$ cat src/rtl/sdram_wb_bridge.sv
// Wishbone-to-SDRAM-controller bridge: one outstanding access, four-state handshake FSM.
// Define SDRAM_TIMEOUT_EN to enable the WAIT-state watchdog that ends a stuck access with wb_err.
module sdram_wb_bridge #(
  parameter int unsigned TIMEOUT_CYCLES = 255
) (
  input  logic        clk,
  input  logic        rst_n,
  input  logic        wb_stb,
  input  logic        wb_we,
  input  logic [1:0]  wb_sel,
  input  logic [20:0] wb_adr,
  input  logic [15:0] wb_dat_i,
  output logic [15:0] wb_dat_o,
  output logic        wb_ack,
  output logic        wb_err,
  input  logic        sdram_ready,
  input  logic        sdram_wr_ack,
  input  logic        sdram_rd_ack,
  input  logic [15:0] sys_data_out,
  output logic        sdram_wr_req,
  output logic        sdram_rd_req,
  output logic [21:0] sys_addr,
  output logic [15:0] sys_data_in,
  output logic [1:0]  sdram_byteenable,
  output logic        dqm_h,
  output logic        dqm_l
);

  typedef enum logic [1:0] {StIdle, StReq, StWait, StAck} state_e;

  state_e state_q;
  logic   we_q;
  logic   ack_q;
  logic   abort_q;
  logic   ack_match;

  if (TIMEOUT_CYCLES < 1 || TIMEOUT_CYCLES > 255) begin : g_param_check
    $error("TIMEOUT_CYCLES must be in 1..255");
  end

  assign ack_match = we_q ? sdram_wr_ack : sdram_rd_ack;
  // Dropping the strobe deasserts ack in the same cycle the FSM leaves ACK.
  assign wb_ack = ack_q & wb_stb;

`ifdef SDRAM_TIMEOUT_EN
  localparam logic [7:0] TimeoutLast = 8'(TIMEOUT_CYCLES - 1);
  logic [7:0] cnt_q;
  logic       err_q;
  assign wb_err = err_q;
`else
  assign wb_err = 1'b0;
`endif

  always_ff @(posedge clk or negedge rst_n) begin
    if (!rst_n) begin
      state_q          <= StIdle;
      we_q             <= 1'b0;
      ack_q            <= 1'b0;
      abort_q          <= 1'b0;
      sdram_wr_req     <= 1'b0;
      sdram_rd_req     <= 1'b0;
      wb_dat_o         <= '0;
      sys_addr         <= '0;
      sys_data_in      <= '0;
      sdram_byteenable <= 2'b11;
      dqm_h            <= 1'b0;
      dqm_l            <= 1'b0;
`ifdef SDRAM_TIMEOUT_EN
      cnt_q            <= '0;
      err_q            <= 1'b0;
`endif
    end else begin
      unique case (state_q)
        StIdle: begin
          ack_q   <= 1'b0;
          abort_q <= 1'b0;
          if (wb_stb && sdram_ready) begin
            we_q         <= wb_we;
            sys_addr     <= {1'b0, wb_adr};
            sys_data_in  <= wb_dat_i;
            sdram_wr_req <= wb_we;
            sdram_rd_req <= ~wb_we;
            if (wb_we) begin
              sdram_byteenable <= wb_sel;
              dqm_h            <= ~wb_sel[1];
              dqm_l            <= ~wb_sel[0];
            end else begin
              sdram_byteenable <= 2'b11;
              dqm_h            <= 1'b0;
              dqm_l            <= 1'b0;
            end
            state_q <= StReq;
          end
        end
        StReq: begin
          if (!wb_stb) abort_q <= 1'b1;
`ifdef SDRAM_TIMEOUT_EN
          cnt_q <= '0;
`endif
          state_q <= StWait;
        end
        StWait: begin
          if (!wb_stb) abort_q <= 1'b1;
          if (ack_match) begin
            sdram_wr_req <= 1'b0;
            sdram_rd_req <= 1'b0;
            if (!we_q) wb_dat_o <= sys_data_out;
            // An abandoned access finishes silently once the controller is done.
            state_q <= (abort_q || !wb_stb) ? StIdle : StAck;
          end
`ifdef SDRAM_TIMEOUT_EN
          else if (cnt_q == TimeoutLast) begin
            sdram_wr_req <= 1'b0;
            sdram_rd_req <= 1'b0;
            if (!we_q) wb_dat_o <= 16'hFFFF;
            if (abort_q || !wb_stb) begin
              state_q <= StIdle;
            end else begin
              err_q   <= 1'b1;
              state_q <= StAck;
            end
          end else begin
            cnt_q <= cnt_q + 8'd1;
          end
`endif
        end
        StAck: begin
          if (!wb_stb) begin
            ack_q   <= 1'b0;
`ifdef SDRAM_TIMEOUT_EN
            err_q   <= 1'b0;
`endif
            state_q <= StIdle;
          end else begin
            ack_q <= 1'b1;
          end
        end
        default: state_q <= StIdle;
      endcase
    end
  end

endmodule

$ cat config.mk
export PLATFORM = sky130hd
export DESIGN_NAME = sdram_wb_bridge
export DESIGN_NICKNAME = d
export VERILOG_FILES = /design/src/rtl/sdram_wb_bridge.sv
export SDC_FILE = /design/constraint.sdc
export NUM_CORES = 1
export LEC_CHECK = 0
export ABC_AREA = 1
export BUFFER_PORTS_ARGS = -buffer_cell sky130_fd_sc_hd__buf_2
export CAP_MARGIN = 25
export CORE_MARGIN = 3
export CORE_UTILIZATION = 42
export DETAILED_ROUTE_END_ITERATION = 10
export PLACE_DENSITY = 0.83
export RECOVER_POWER = 50
export REMOVE_ABC_BUFFERS = 1
export SLEW_MARGIN = 20
export SYNTH_ARGS = -nofsm -noshare
export SYNTH_HDL_FRONTEND = slang
export SYNTH_SLANG_ARGS = --single-unit
$ cat constraint.sdc
create_clock -name clk -period 1.3 [get_ports clk]
set_clock_uncertainty 0.05 [all_clocks]
set_input_delay 0.39 -clock clk [delete_from_list [all_inputs] [get_ports clk]]
set_output_delay 0.39 -clock clk [all_outputs]
set_load 0.01 [all_outputs]
; Word level (Yosys, flattened, before mapping)
; Index checks and enable logic that the tools add are counted.
[totals]
regBits = 64
latch_bits = 0
ram_bits = 0
romBits = 0
input_bits = 62
output_inout_bits = 62
wordCells = 55
mem_count = 0
[op_classes]
add_sub_neg = 0
n_mul = 0
div = 0
order_cmp = 0
eq_ne = 7
shifts = 0
muxes = 18
n_bitwise = 5
n_reduce_logical = 13
[op_table]
columns = op, n
row1 = 2-bit 2-to-1 mux, 5
row2 = 3-bit AND reduction, 3
row3 = 1-bit 2-to-1 mux, 8
row4 = 2-bit != test (second input constant), 4
row5 = 1-bit one-hot mux with 2 select lines, 4
row6 = 2-bit one-hot mux with 4 select lines, 1
row7 = 2-bit nonzero test, 3
row8 = 2-bit == test (second input constant), 2
row9 = 1-bit inverter, 4
row10 = 2-bit AND reduction, 2
row11 = 2-bit by 1-bit == test with 1-bit output (second input constant), 1
row12 = 2-bit logical NOT, 1
row13 = 2-bit OR reduction, 1
row14 = 1-bit AND, 1
row15 = 1-bit logical AND, 1
row16 = 1-bit logical NOT, 1
row17 = 1-bit logical OR, 1

; Longest topological paths before layout
; Gate-level depths: netlist of the first run.
[logic_depth]
depth_word = 5
mapped_depth = 8
ltp_nobuf = 8

; Worst setup path after synthesis of the first run
; Ideal clock, no wire load.
[synth_path]
kind = register to register
startpoint = register state_q[1]
endpoint = register sys_addr[0]
setup_time_ps = 116
arrival_ps = 1140
required_time_ps = 1134
setup_slack_ps = -7
stages_incl_launch_ff = 7
n_path_buf = 1
synth_period_minus_slack_ps = 1307
path_cell_list = dfrtp_1 > inv_1 > ha_1 > nand3_2 > clkbuf_1 > nand2_1 > nand2_1
[synth_between]
elab_chain_len = 2
[synth_rtl]
columns = item, line_no
row1 = start: declaration, 31  ; state_e state_q;
row2 = start signal: assignment, 56  ; state_q <= StIdle;
row3 = start signal: assignment, 92  ; state_q <= StReq;
row4 = start signal: assignment, 100  ; state_q <= StWait;
row5 = 2-bit logical NOT, 73  ; unique case (state_q)
row6 = 2-bit AND reduction (no source line), --
row7 = end signal: assignment, 79  ; sys_addr <= {1'b0, wb_adr};
row8 = end: declaration, 22  ; output logic [21:0] sys_addr,
; Every way passes these cells.
; A chain may end at the register's enable or synchronous reset.

; Worst setup path after layout of the first run
[layout_path]
startpoint = register sdram_byteenable[1]
endpoint = output sdram_byteenable[1]
[layout_rtl]
columns = item, line_no
row1 = start: declaration, 24  ; output logic [1:0] sdram_byteenable,
row2 = start signal: assignment, 84  ; sdram_byteenable <= wb_sel;
; No word-level cell between the ends.

==> results of run 1 <==
-- area by class of cell --
| type | instances | area [um2] | area share |
|---|---|---|---|
| diodes | 1 | 2.50 | 0.000569 |
| clock buffers | 12 | 145 | 0.0330 |
| clock inverters | 4 | 70.1 | 0.0159 |
| inverters | 11 | 53.8 | 0.0122 |
| multi-input cells | 214 | 1170 | 0.267 |
| flip-flops and latches | 64 | 1600 | 0.365 |
| well taps | 75 | 93.8 | 0.0213 |
| repair buffers | 181 | 1250 | 0.283 |
| repair inverters | 1 | 8.76 | 0.00199 |
-- placed cells by master, fill, tap and decap left out, types with 2 or more instances in the layout --
cell,netlist,routed
sky130_fd_sc_hd__clkbuf_1,3,3
sky130_fd_sc_hd__o21ai_0,6,2
sky130_fd_sc_hd__dfstp_2,2,2
sky130_fd_sc_hd__clkinv_2,0,2
sky130_fd_sc_hd__o21ai_2,1,3
sky130_fd_sc_hd__nand3_1,17,16
sky130_fd_sc_hd__conb_1,1,2
sky130_fd_sc_hd__nand2_4,0,14
sky130_fd_sc_hd__buf_4,5,44
sky130_fd_sc_hd__dfrtp_1,62,62
sky130_fd_sc_hd__inv_1,10,7
sky130_fd_sc_hd__ha_4,0,4
sky130_fd_sc_hd__buf_6,1,11
sky130_fd_sc_hd__clkbuf_8,0,10
sky130_fd_sc_hd__nand3_4,0,2
sky130_fd_sc_hd__nand2_2,2,34
sky130_fd_sc_hd__nand4_1,3,3
sky130_fd_sc_hd__buf_12,0,5
sky130_fd_sc_hd__buf_2,5,115
sky130_fd_sc_hd__nor2_2,0,2
sky130_fd_sc_hd__o21ai_1,0,2
sky130_fd_sc_hd__clkbuf_16,0,3
sky130_fd_sc_hd__bufinv_16,0,2
sky130_fd_sc_hd__nand2_1,172,126
sky130_fd_sc_hd__inv_2,1,3
-- sequential cells by signal (all words and copies together), names as in the netlist, 2 cells and up --
signal and cells:
sys_addr 21, sys_data_in 16, wb_dat_o 16, sdram_byteenable 2
state_q 2
-- routing by layer --
metal	GRT usage	up-vias	part of all wire
met1	0.256	1273	0.42
met3	0.0495	14	0.063
li1	-	1289	-
met4	0.0820	0	0.017
met2	0.314	94	0.50
met5	0	-	0
-- timing repair --
item                                   CTS  global route
gates resized for setup                 30            74
cloned                                   1             4
setup endpoints to repair              106           119
endpoints found under the hold margin    6             0
hold buffers                             1             0
buffers inserted                        15            26
pin swaps                                3            16
-- through the flow --
stage	utilization	hold slack, ns
2_1_floorplan	-	0.0444
3_3_place_gp	0.568	0.238
3_5_place_dp	0.568	0.245
4_1_cts	0.647	0.183
5_1_grt	0.734	0.197
6_report	0.734	0.201
-- path summary, 6_finish.rpt --
path / start / endpoint / slack (ns) / depth (start not counted)
max: sdram_byteenable[1] / sdram_byteenable[1] / -0.12 / 1
min: wb_adr[1] / sys_addr[1] / 0.20 / 3
max reg2reg: state_q[1] / dqm_l / -0.10 / 6
min reg2reg: wb_dat_o[8] / wb_dat_o[8] / 0.42 / 2
max in group asynchronous: rst_n / wb_dat_o[12] / 0 / 3
min in group asynchronous: rst_n / sys_addr[14] / 0.58 / 2
-- power breakdown --
part | total (mW) | internal, mW | switching [mW]
Combinational | 5.10 | 2.57 | 2.53
Sequential | 3.55 | 2.99 | 0.553
Clock | 1.87 | 1.13 | 0.745
Total | 10.5 | 6.69 | 3.82
-- cells by family after synthesis --
family | count (synthesis) | synth area share
AOI/OAI and AO/OA | 9 | 0.0204
buffers and inverters | 25 | 0.0480
and+or+nand+nor | 199 | 0.302
DFF | 64 | 0.609
adders and majority gates | 4 | 0.0190
other | 1 | 0.00142
==> impl_results.md, run 1 <==
- Routability Congestion: 0.856
- Critical Path Source Type: register
- Std-Cell Rows: 28
- Final cell area excluding filler cells: 4400 um2
- Setup repair after global routing missed its margin: true
- Outcome: finished with violations
- Count of input and output buffers: 121
- Pre-CTS setup slack: -0.124 ns
- Clock Path Buffers: 2
- Clock buffers created by TritonCTS: 9
- Hold crit path type: in2reg
- Cell type of the slowest stage on the worst timing path: sky130_fd_sc_hd__dfstp_2
- Static leakage: 2.56 nW
- Synth Register Bits: 64
- Count of warnings emitted by yosys: 0
- Area growth from synthesis to final layout: 67.1%
- Antenna violations before repair: 1
- Clock sink total: 64
- Total routing usage reported by global routing: 0.197
- Slew margin rel.: 0.506
- Avg Synthesized Cell Area: 8.72 um2
- Hpwl dp: 4830 um
- Sum of internal, switching and leakage power: 10.5 mW
- Leftover overflow at the end of global routing: 0
- Final std cells w/o fill: 563
- Placed cell count: 500
- Deepest level of the CTS H-tree: 3
- Ratio of routed vias to standard cells: 4.74
- Vias in the first global route: 2,480
- Worst setup slack after layout: -0.121 ns
- Sum of routed wire length over all layers: 7970 um
- Count of routing violations after the opening detailed-route iteration: 117
- Cell types with the largest area share after synthesis: sky130_fd_sc_hd__dfrtp_1 59%, sky130_fd_sc_hd__nand2_1 25%, sky130_fd_sc_hd__nand3_1 3.2%
- Final-report max-slew violation count: 0
- Delay of the slowest cell on the worst path: 0.55 ns
- Top cells by count, synth: 172 x sky130_fd_sc_hd__nand2_1, 62 x sky130_fd_sc_hd__dfrtp_1, 17 x sky130_fd_sc_hd__nand3_1, 10 x sky130_fd_sc_hd__inv_1, 6 x sky130_fd_sc_hd__o21ai_0
- Die boundary height: 85.2 um
- Portion of the post-synthesis area used by sequential elements: 0.609
- Combined buffer and inverter count along the critical path: 1
- Critical path class: reg2out
- VDD IR max: 1.41 mV
- Clock latency on the worst-skew pair: 0.33 ns
- PwrDens: 2390 nW/um2
- Share of cells above drive strength 1: 0.534
- Transition time of the tightest slew-check pin: 0.741 ns
- Number of enable flip-flop cells after synthesis: 0
- Setup crit end kind: output pin
- Number of nets in the layout: 548
- Failing checks: negative setup slack
- Sum of negative setup slack: -2.67 ns
- Clock tree from TritonCTS: done
- Remaining routing DRC violations: 0
- CTS root buffer: sky130_fd_sc_hd__clkbuf_8
- Top cell family by delay on the critical path: flip-flops
- DP Area: 3400 um2
- Antenna viol nets, final: 0
- Critical-path maximum fanout: 2
- Final hold violation count: 0
- Initial Util: 0.439
- Netlist area before placement: 2630 um2
- Post-synthesis async set-or-reset flop share: 1.00
- Horizontal extent of the die: 85.2 um
- Routed wirelength normalized by instance count: 14.2 um
- Floorplan die area: 7250 um2
- Maximum achievable frequency: 704 MHz
- Ports placed on the boundary: 124
- Netlist cell types: 21
- Standard cell core area: 5990 um2
- Worst-path cell chain: buf_6
- Library cell occupying the most area in the post-synthesis netlist: sky130_fd_sc_hd__dfrtp_1
- Reported max-cap violation count: 0
- First-pass iteration count of the detailed router: 4
- Global-route wire length before repair: 11,400 um
- Clock period minus final worst setup slack: 1.42 ns
- Required time at the worst-slack endpoint: 0.86 ns
- Setup-failing EPs final: 56
- Final worst-path cycle share: 1.09
- Top cell type's share of synthesized area: 0.589
- Most instantiated flip-flop cell in the synthesis netlist: sky130_fd_sc_hd__dfrtp_1
- Vias post-DR: 2,670
- Leading cell type by number of instances after synthesis: sky130_fd_sc_hd__nand2_1
- Post-CTS clock slew at the launch and capture registers of the worst setup and hold paths: 0.08 ns
- Number of filler cells placed in the layout: 405
- Largest net degree at the start of global routing: 29
- Cells after Synth: 302
- Data arrival time at the worst-slack endpoint: 0.98 ns
Note: power is estimated with default switching activity, not from simulation.
==> inputs of run 2 (changes only) <==
CORE_UTILIZATION = 25   (was 42)
PLACE_DENSITY = 0.57   (was 0.83)
==> run 2 against run 1 <==
  * The flow still finishes with violations (negative setup slack)
  * Global-route usage shrank 6.7 points
  * Clock-buffer cell count increased by 1
  * Fmax decreased by 0.46%
  * Via count decreased by 1.9%
  * Setup slack worse by 0.0066 ns
  * Final cell count rose by 9.4%
  * Combinational power grew 3%
  * Final area increased by 3.3%
  * Clock power decreased by 4%
  * First-iteration DRC count shrank 16%
  * Sequential power about the same
  * Hold slack worse by 0.00075 ns
  * Critical endpoint unchanged
  * Largest cell class unchanged
==> impl_results.md, run 2 (same netlist as run 1, synthesis figures left out) <==
- Routed wirelength normalized by instance count: 14.3 um
- Pre-CTS setup slack: -0.147 ns
- Antenna diodes: 0
- Cell type of the slowest stage on the worst timing path: sky130_fd_sc_hd__dfstp_2
- Setup repair after global routing missed its margin: true
- Delay of the slowest cell on the worst path: 0.56 ns
- Reg-to-reg setup timing slack: -0.12 ns
- Standard cell core area: 10000 um2
- Critical-path maximum fanout: 2
- Reported max-cap violation count: 0
- Number of nets in the layout: 545
- Sum of routed wire length over all layers: 8820 um
- Setup crit end kind: output pin
- Final std cells w/o fill: 616
- Share of cells above drive strength 1: 0.536
- Clock Path Buffers: 2
- Deepest level of the CTS H-tree: 3
- Worst setup slack after layout: -0.127 ns
- Final worst-path cycle share: 1.10
- Largest net degree at the start of global routing: 42
- Final cell area excluding filler cells: 4540 um2
- Count of routing violations after the opening detailed-route iteration: 98
- Biggest regs: sys_addr (21), sys_data_in (16), wb_dat_o (16)
- Horizontal extent of the die: 109 um
- Antenna viol nets, final: 0
- Ports placed on the boundary: 124
- Std-Cell Rows: 36
- Maximum achievable frequency: 701 MHz
- Combined buffer and inverter count along the critical path: 1
- Placed cell count: 560
- Post-CTS clock slew at the launch and capture registers of the worst setup and hold paths: 0.07 ns
- VDD IR max: 0.988 mV
- Max FFs per register: 21
- Final hold violation count: 0
- Sum of internal, switching and leakage power: 10.6 mW
- Clock sink total: 64
- Initial Util: 0.263
- Worst-path cell chain: buf_6
- Clock buffers created by TritonCTS: 9
- First-pass iteration count of the detailed router: 4
- DP Area: 3510 um2
- Top cell family by delay on the critical path: flip-flops
- CTS root buffer: sky130_fd_sc_hd__clkbuf_8
- Hold crit path type: in2reg
- Antenna violations before repair: 0
- Clock latency on the worst-skew pair: 0.33 ns
- Vias in the first global route: 2,568
- Clock tree from TritonCTS: done
- Total routing usage reported by global routing: 0.130
- Critical path class: reg2out
- Failing checks: negative setup slack
- Most common cell after layout, fill and taps aside: sky130_fd_sc_hd__nand2_1
- Ratio of routed vias to standard cells: 4.25
- Outcome: finished with violations
- Hpwl dp: 5170 um
- Required time at the worst-slack endpoint: 0.86 ns
- Final-report max-slew violation count: 0
- Global-route wire length before repair: 12,100 um
- Die boundary height: 109 um
- Routability Congestion: 0.772
- Critical Path Source Type: register
- Final-layout worst hold slack: 0.200 ns
- Leftover overflow at the end of global routing: 0
- Vias post-DR: 2,620
- Static leakage: 2.51 nW
- Number of filler cells placed in the layout: 1,004
- Setup-failing EPs final: 80
- Top register by number of flip-flops: sys_addr
- Data arrival time at the worst-slack endpoint: 0.99 ns
- Count of input and output buffers: 121
- Most used cells in the layout excluding fill and tap cells: 126 x sky130_fd_sc_hd__nand2_1, 114 x sky130_fd_sc_hd__buf_2, 62 x sky130_fd_sc_hd__dfrtp_1, 35 x sky130_fd_sc_hd__buf_4, 33 x sky130_fd_sc_hd__nand2_2
- Remaining routing DRC violations: 0
- Area growth from synthesis to final layout: 72.5%
- PwrDens: 2330 nW/um2
- Clock period minus final worst setup slack: 1.43 ns
- Floorplan die area: 11,800 um2
## run 2: repair_timing
| item | 4_1_cts | 5_1_grt |
|---|---|---|
| cloned | 2 | 7 |
| endpoints found under the hold margin | 10 | 0 |
| pin swaps | 6 | 11 |
| setup buffers | 18 | 15 |
| hold buffers | 1 | 0 |
| setup endpoints to repair | 120 | 122 |
| resized for setup | 35 | 80 |
## run 2: area by class of cell
class	count	area (um2)	share of cell area
flip-flops and latches	64	1600	0.353
repair buffers	179	1320	0.290
multi-input cells	214	1200	0.263
clock buffers	13	169	0.0372
well taps	133	166	0.0366
inverters	11	53.8	0.0118
clock inverters	2	37.5	0.00826
## run 2: path summary, 6_finish.rpt
check,start,end,cells past startpoint
worst max register to register,state_q[0],sdram_rd_req,9
max in group asynchronous,rst_n,sdram_byteenable[1],3
min in group asynchronous,rst_n,abort_q,2
worst min-delay path,wb_sel[1],dqm_h,2
worst min register to register,sdram_wr_req,sdram_wr_req,2
worst max-delay path,sdram_byteenable[1],sdram_byteenable[1],1
## run 2: metrics by stage
| stage | TNS, ns | utilization |
|---|---|---|
| detailed placement | -5.38 | 0.351 |
| global placement | -3.01 | 0.351 |
| finish | -4.59 | 0.454 |
| floorplan | -33.30 | - |
| global route | -10.83 | 0.454 |
| CTS | -2.22 | 0.406 |
## run 2: power by group
group          internal, mW  total (mW)  leakage, nW  switching, mW
sequential             3.00        3.58        0.795          0.589
combinational          2.67        5.23         1.61           2.57
clock                  1.03        1.79        0.102          0.752
## run 2: routing by layer
layer	wire length (um)	part of all wire	global-route usage
met5	0	0	0
met1	3830	0.43	0.160
met3	395	0.045	0.0326
met2	4490	0.51	0.219
met4	96	0.011	0.0523
==> inputs of run 3 (changes only) <==
GPL_TIMING_DRIVEN = 0   (was not set)
==> run 3 against run 2 <==
  * The run still ends with negative setup slack left
  * Die area unchanged
  * Combinational power increased by 2%
  * Final area grew 0.17%
  * Final cell count increased by 0.81%
  * Critical endpoint is now sys_data_in[15]
  * Largest cell class unchanged
  * Largest power group unchanged
  * Highest routed layer unchanged
==> impl_results.md, run 3 (same netlist as run 1, synthesis figures left out) <==
- Hpwl dp: 4720 um
- Routed wirelength normalized by instance count: 14.5 um
- Ratio of routed vias to standard cells: 4.27
- Number of filler cells placed in the layout: 1,011
- Setup-failing EPs final: 77
- Number of nets in the layout: 550
- Final-report max-slew violation count: 0
- Combined buffer and inverter count along the critical path: 3
- Fin util: 0.455
- Area growth from synthesis to final layout: 72.8%
- Critical Path Source Type: register
- Outcome: finished with violations
- Data arrival time at the worst-slack endpoint: 1.64 ns
- Top cell family by delay on the critical path: flip-flops
- Clock Path Buffers: 2
- Standard cell core area: 10000 um2
- Std-Cell Rows: 36
- Deepest level of the CTS H-tree: 3
- Horizontal extent of the die: 109 um
- CTS root buffer: sky130_fd_sc_hd__clkbuf_8
- Cell type of the slowest stage on the worst timing path: sky130_fd_sc_hd__dfrtp_2
- Max FFs per register: 21
- Die boundary height: 109 um
- Total routing usage reported by global routing: 0.142
- VDD IR max: 1.24 mV
- Most used cells in the layout excluding fill and tap cells: 129 x sky130_fd_sc_hd__nand2_1, 112 x sky130_fd_sc_hd__buf_2, 61 x sky130_fd_sc_hd__dfrtp_1, 40 x sky130_fd_sc_hd__buf_4, 36 x sky130_fd_sc_hd__nand2_2
- Multi-input gate area: 1210 um2
- PwrDens: 2400 nW/um2
- Static leakage: 2.51 nW
- Count of input and output buffers: 121
- Initial Util: 0.263
- Reported max-cap violation count: 0
- Final hold violation count: 0
- Biggest regs: sys_addr (21), sys_data_in (16), wb_dat_o (16)
- Maximum achievable frequency: 681 MHz
- Critical-path maximum fanout: 7
- Ports placed on the boundary: 124
- Final worst-path cycle share: 1.13
- Sequential cell area in the final layout: 1610 um2
- Clock sink total: 64
- Share of cells above drive strength 1: 0.535
- Final-layout worst hold slack: 0.198 ns
- First-pass iteration count of the detailed router: 4
- Clock tree from TritonCTS: done
- Clock period minus final worst setup slack: 1.47 ns
- Top register by number of flip-flops: sys_addr
- Most common cell after layout, fill and taps aside: sky130_fd_sc_hd__nand2_1
- Vias in the first global route: 2,502
- Global-route wire length before repair: 12,800 um
- Sum of internal, switching and leakage power: 10.9 mW
- Remaining routing DRC violations: 0
- Sum of routed wire length over all layers: 9040 um
- Worst reg2reg path depth: 7
- Setup crit end kind: register
- Routability Congestion: 0.761
- Instance count along the most critical hold path: 3
- Hold crit path type: in2reg
- Failing checks: negative setup slack
- Leftover overflow at the end of global routing: 0
- Largest net degree at the start of global routing: 34
- Sum of negative setup slack: -5.00 ns
- Delay of the slowest cell on the worst path: 0.43 ns
- Post-CTS clock slew at the launch and capture registers of the worst setup and hold paths: 0.07 ns
- Clock latency on the worst-skew pair: 0.33 ns
- Count of routing violations after the opening detailed-route iteration: 116
- Worst-path cell chain: inv_2 -> ha_4 -> nand3_4 -> buf_12 -> buf_8 -> nand2_2 -> nand2_1
- Required time at the worst-slack endpoint: 1.48 ns
- Vias post-DR: 2,649
- Levels on crit path: 7
- Floorplan die area: 11,800 um2
- Critical path class: reg2reg
- Pre-CTS setup slack: -1.76 ns
- Worst setup slack after layout: -0.169 ns
- Antenna viol nets, final: 0
- Antenna diodes: 0
- Clock buffers created by TritonCTS: 9
- Antenna violations before repair: 0
- Setup repair after global routing missed its margin: true
==> run 3: final timing paths <==
| kind | from | endpoint | slack, ns |
|---|---|---|---|
| max | state_q[1] | sys_data_in[15] | -0.17 |
| min | wb_dat_i[6] | sys_data_in[6] | 0.20 |
| max reg2reg | state_q[1] | sys_data_in[15] | -0.17 |
| min reg2reg | sdram_byteenable[0] | sdram_byteenable[0] | 0.43 |
| max in group asynchronous | rst_n | sdram_byteenable[0] | 0.09 |
| min in group asynchronous | rst_n | wb_dat_o[3] | 0.51 |
==> run 3: final cells by class <==
| class | instances | area share |
|---|---|---|
| Clock inverter | 2 | 0.0132 |
| Multi-Input combinational cell | 219 | 0.267 |
| Clock buffer | 13 | 0.0393 |
| Timing Repair Buffer | 175 | 0.263 |
| Tap cell | 133 | 0.0366 |
| Timing Repair inverter | 4 | 0.0157 |
| Sequential cell | 64 | 0.353 |
| Inverter | 11 | 0.0124 |
==> run 3: worst min-delay path, delay by kind of cell <==
| kind | cells | cell delay [ns] |
|---|---|---|
| AND/OR/NAND/NOR | 2 | 0.08 |
| buffers and inverters | 1 | 0.07 |
==> run 3: power by group <==
group	switching, mW	total (mW)	internal, mW
clock network	0.749	2.03	1.28
registers	0.556	3.55	3.00
logic	2.67	5.34	2.67
==> run 3: stage by stage <==
step / instance area (um2) / instances
3_3_place_gp: 3320 / 543
3_5_place_dp: 3350 / 544
5_1_grt: 4550 / 621
2_1_floorplan: 2550 / 289
4_1_cts: 4000 / 591
6_report: 4550 / 621
==> run 3: repair_timing <==
item	in CTS	in global routing
setup endpoints to repair	122	122
pin swaps	9	5
hold buffers	1	0
gates resized for setup	37	70
gates cloned	4	5
endpoints found under the hold margin	31	0
setup buffers	27	25
==> run 3: layer usage <==
layer / GRT usage / share of wire / wire length (um) / vias up
met3: 0.0462 / 0.064 / 582 / 6
met1: 0.188 / 0.45 / 4060 / 1257
met2: 0.226 / 0.48 / 4340 / 83
met5: 0 / 0 / 0 / -
met4: 0.0316 / 0.0063 / 57 / 0
li1: - / - / - / 1303
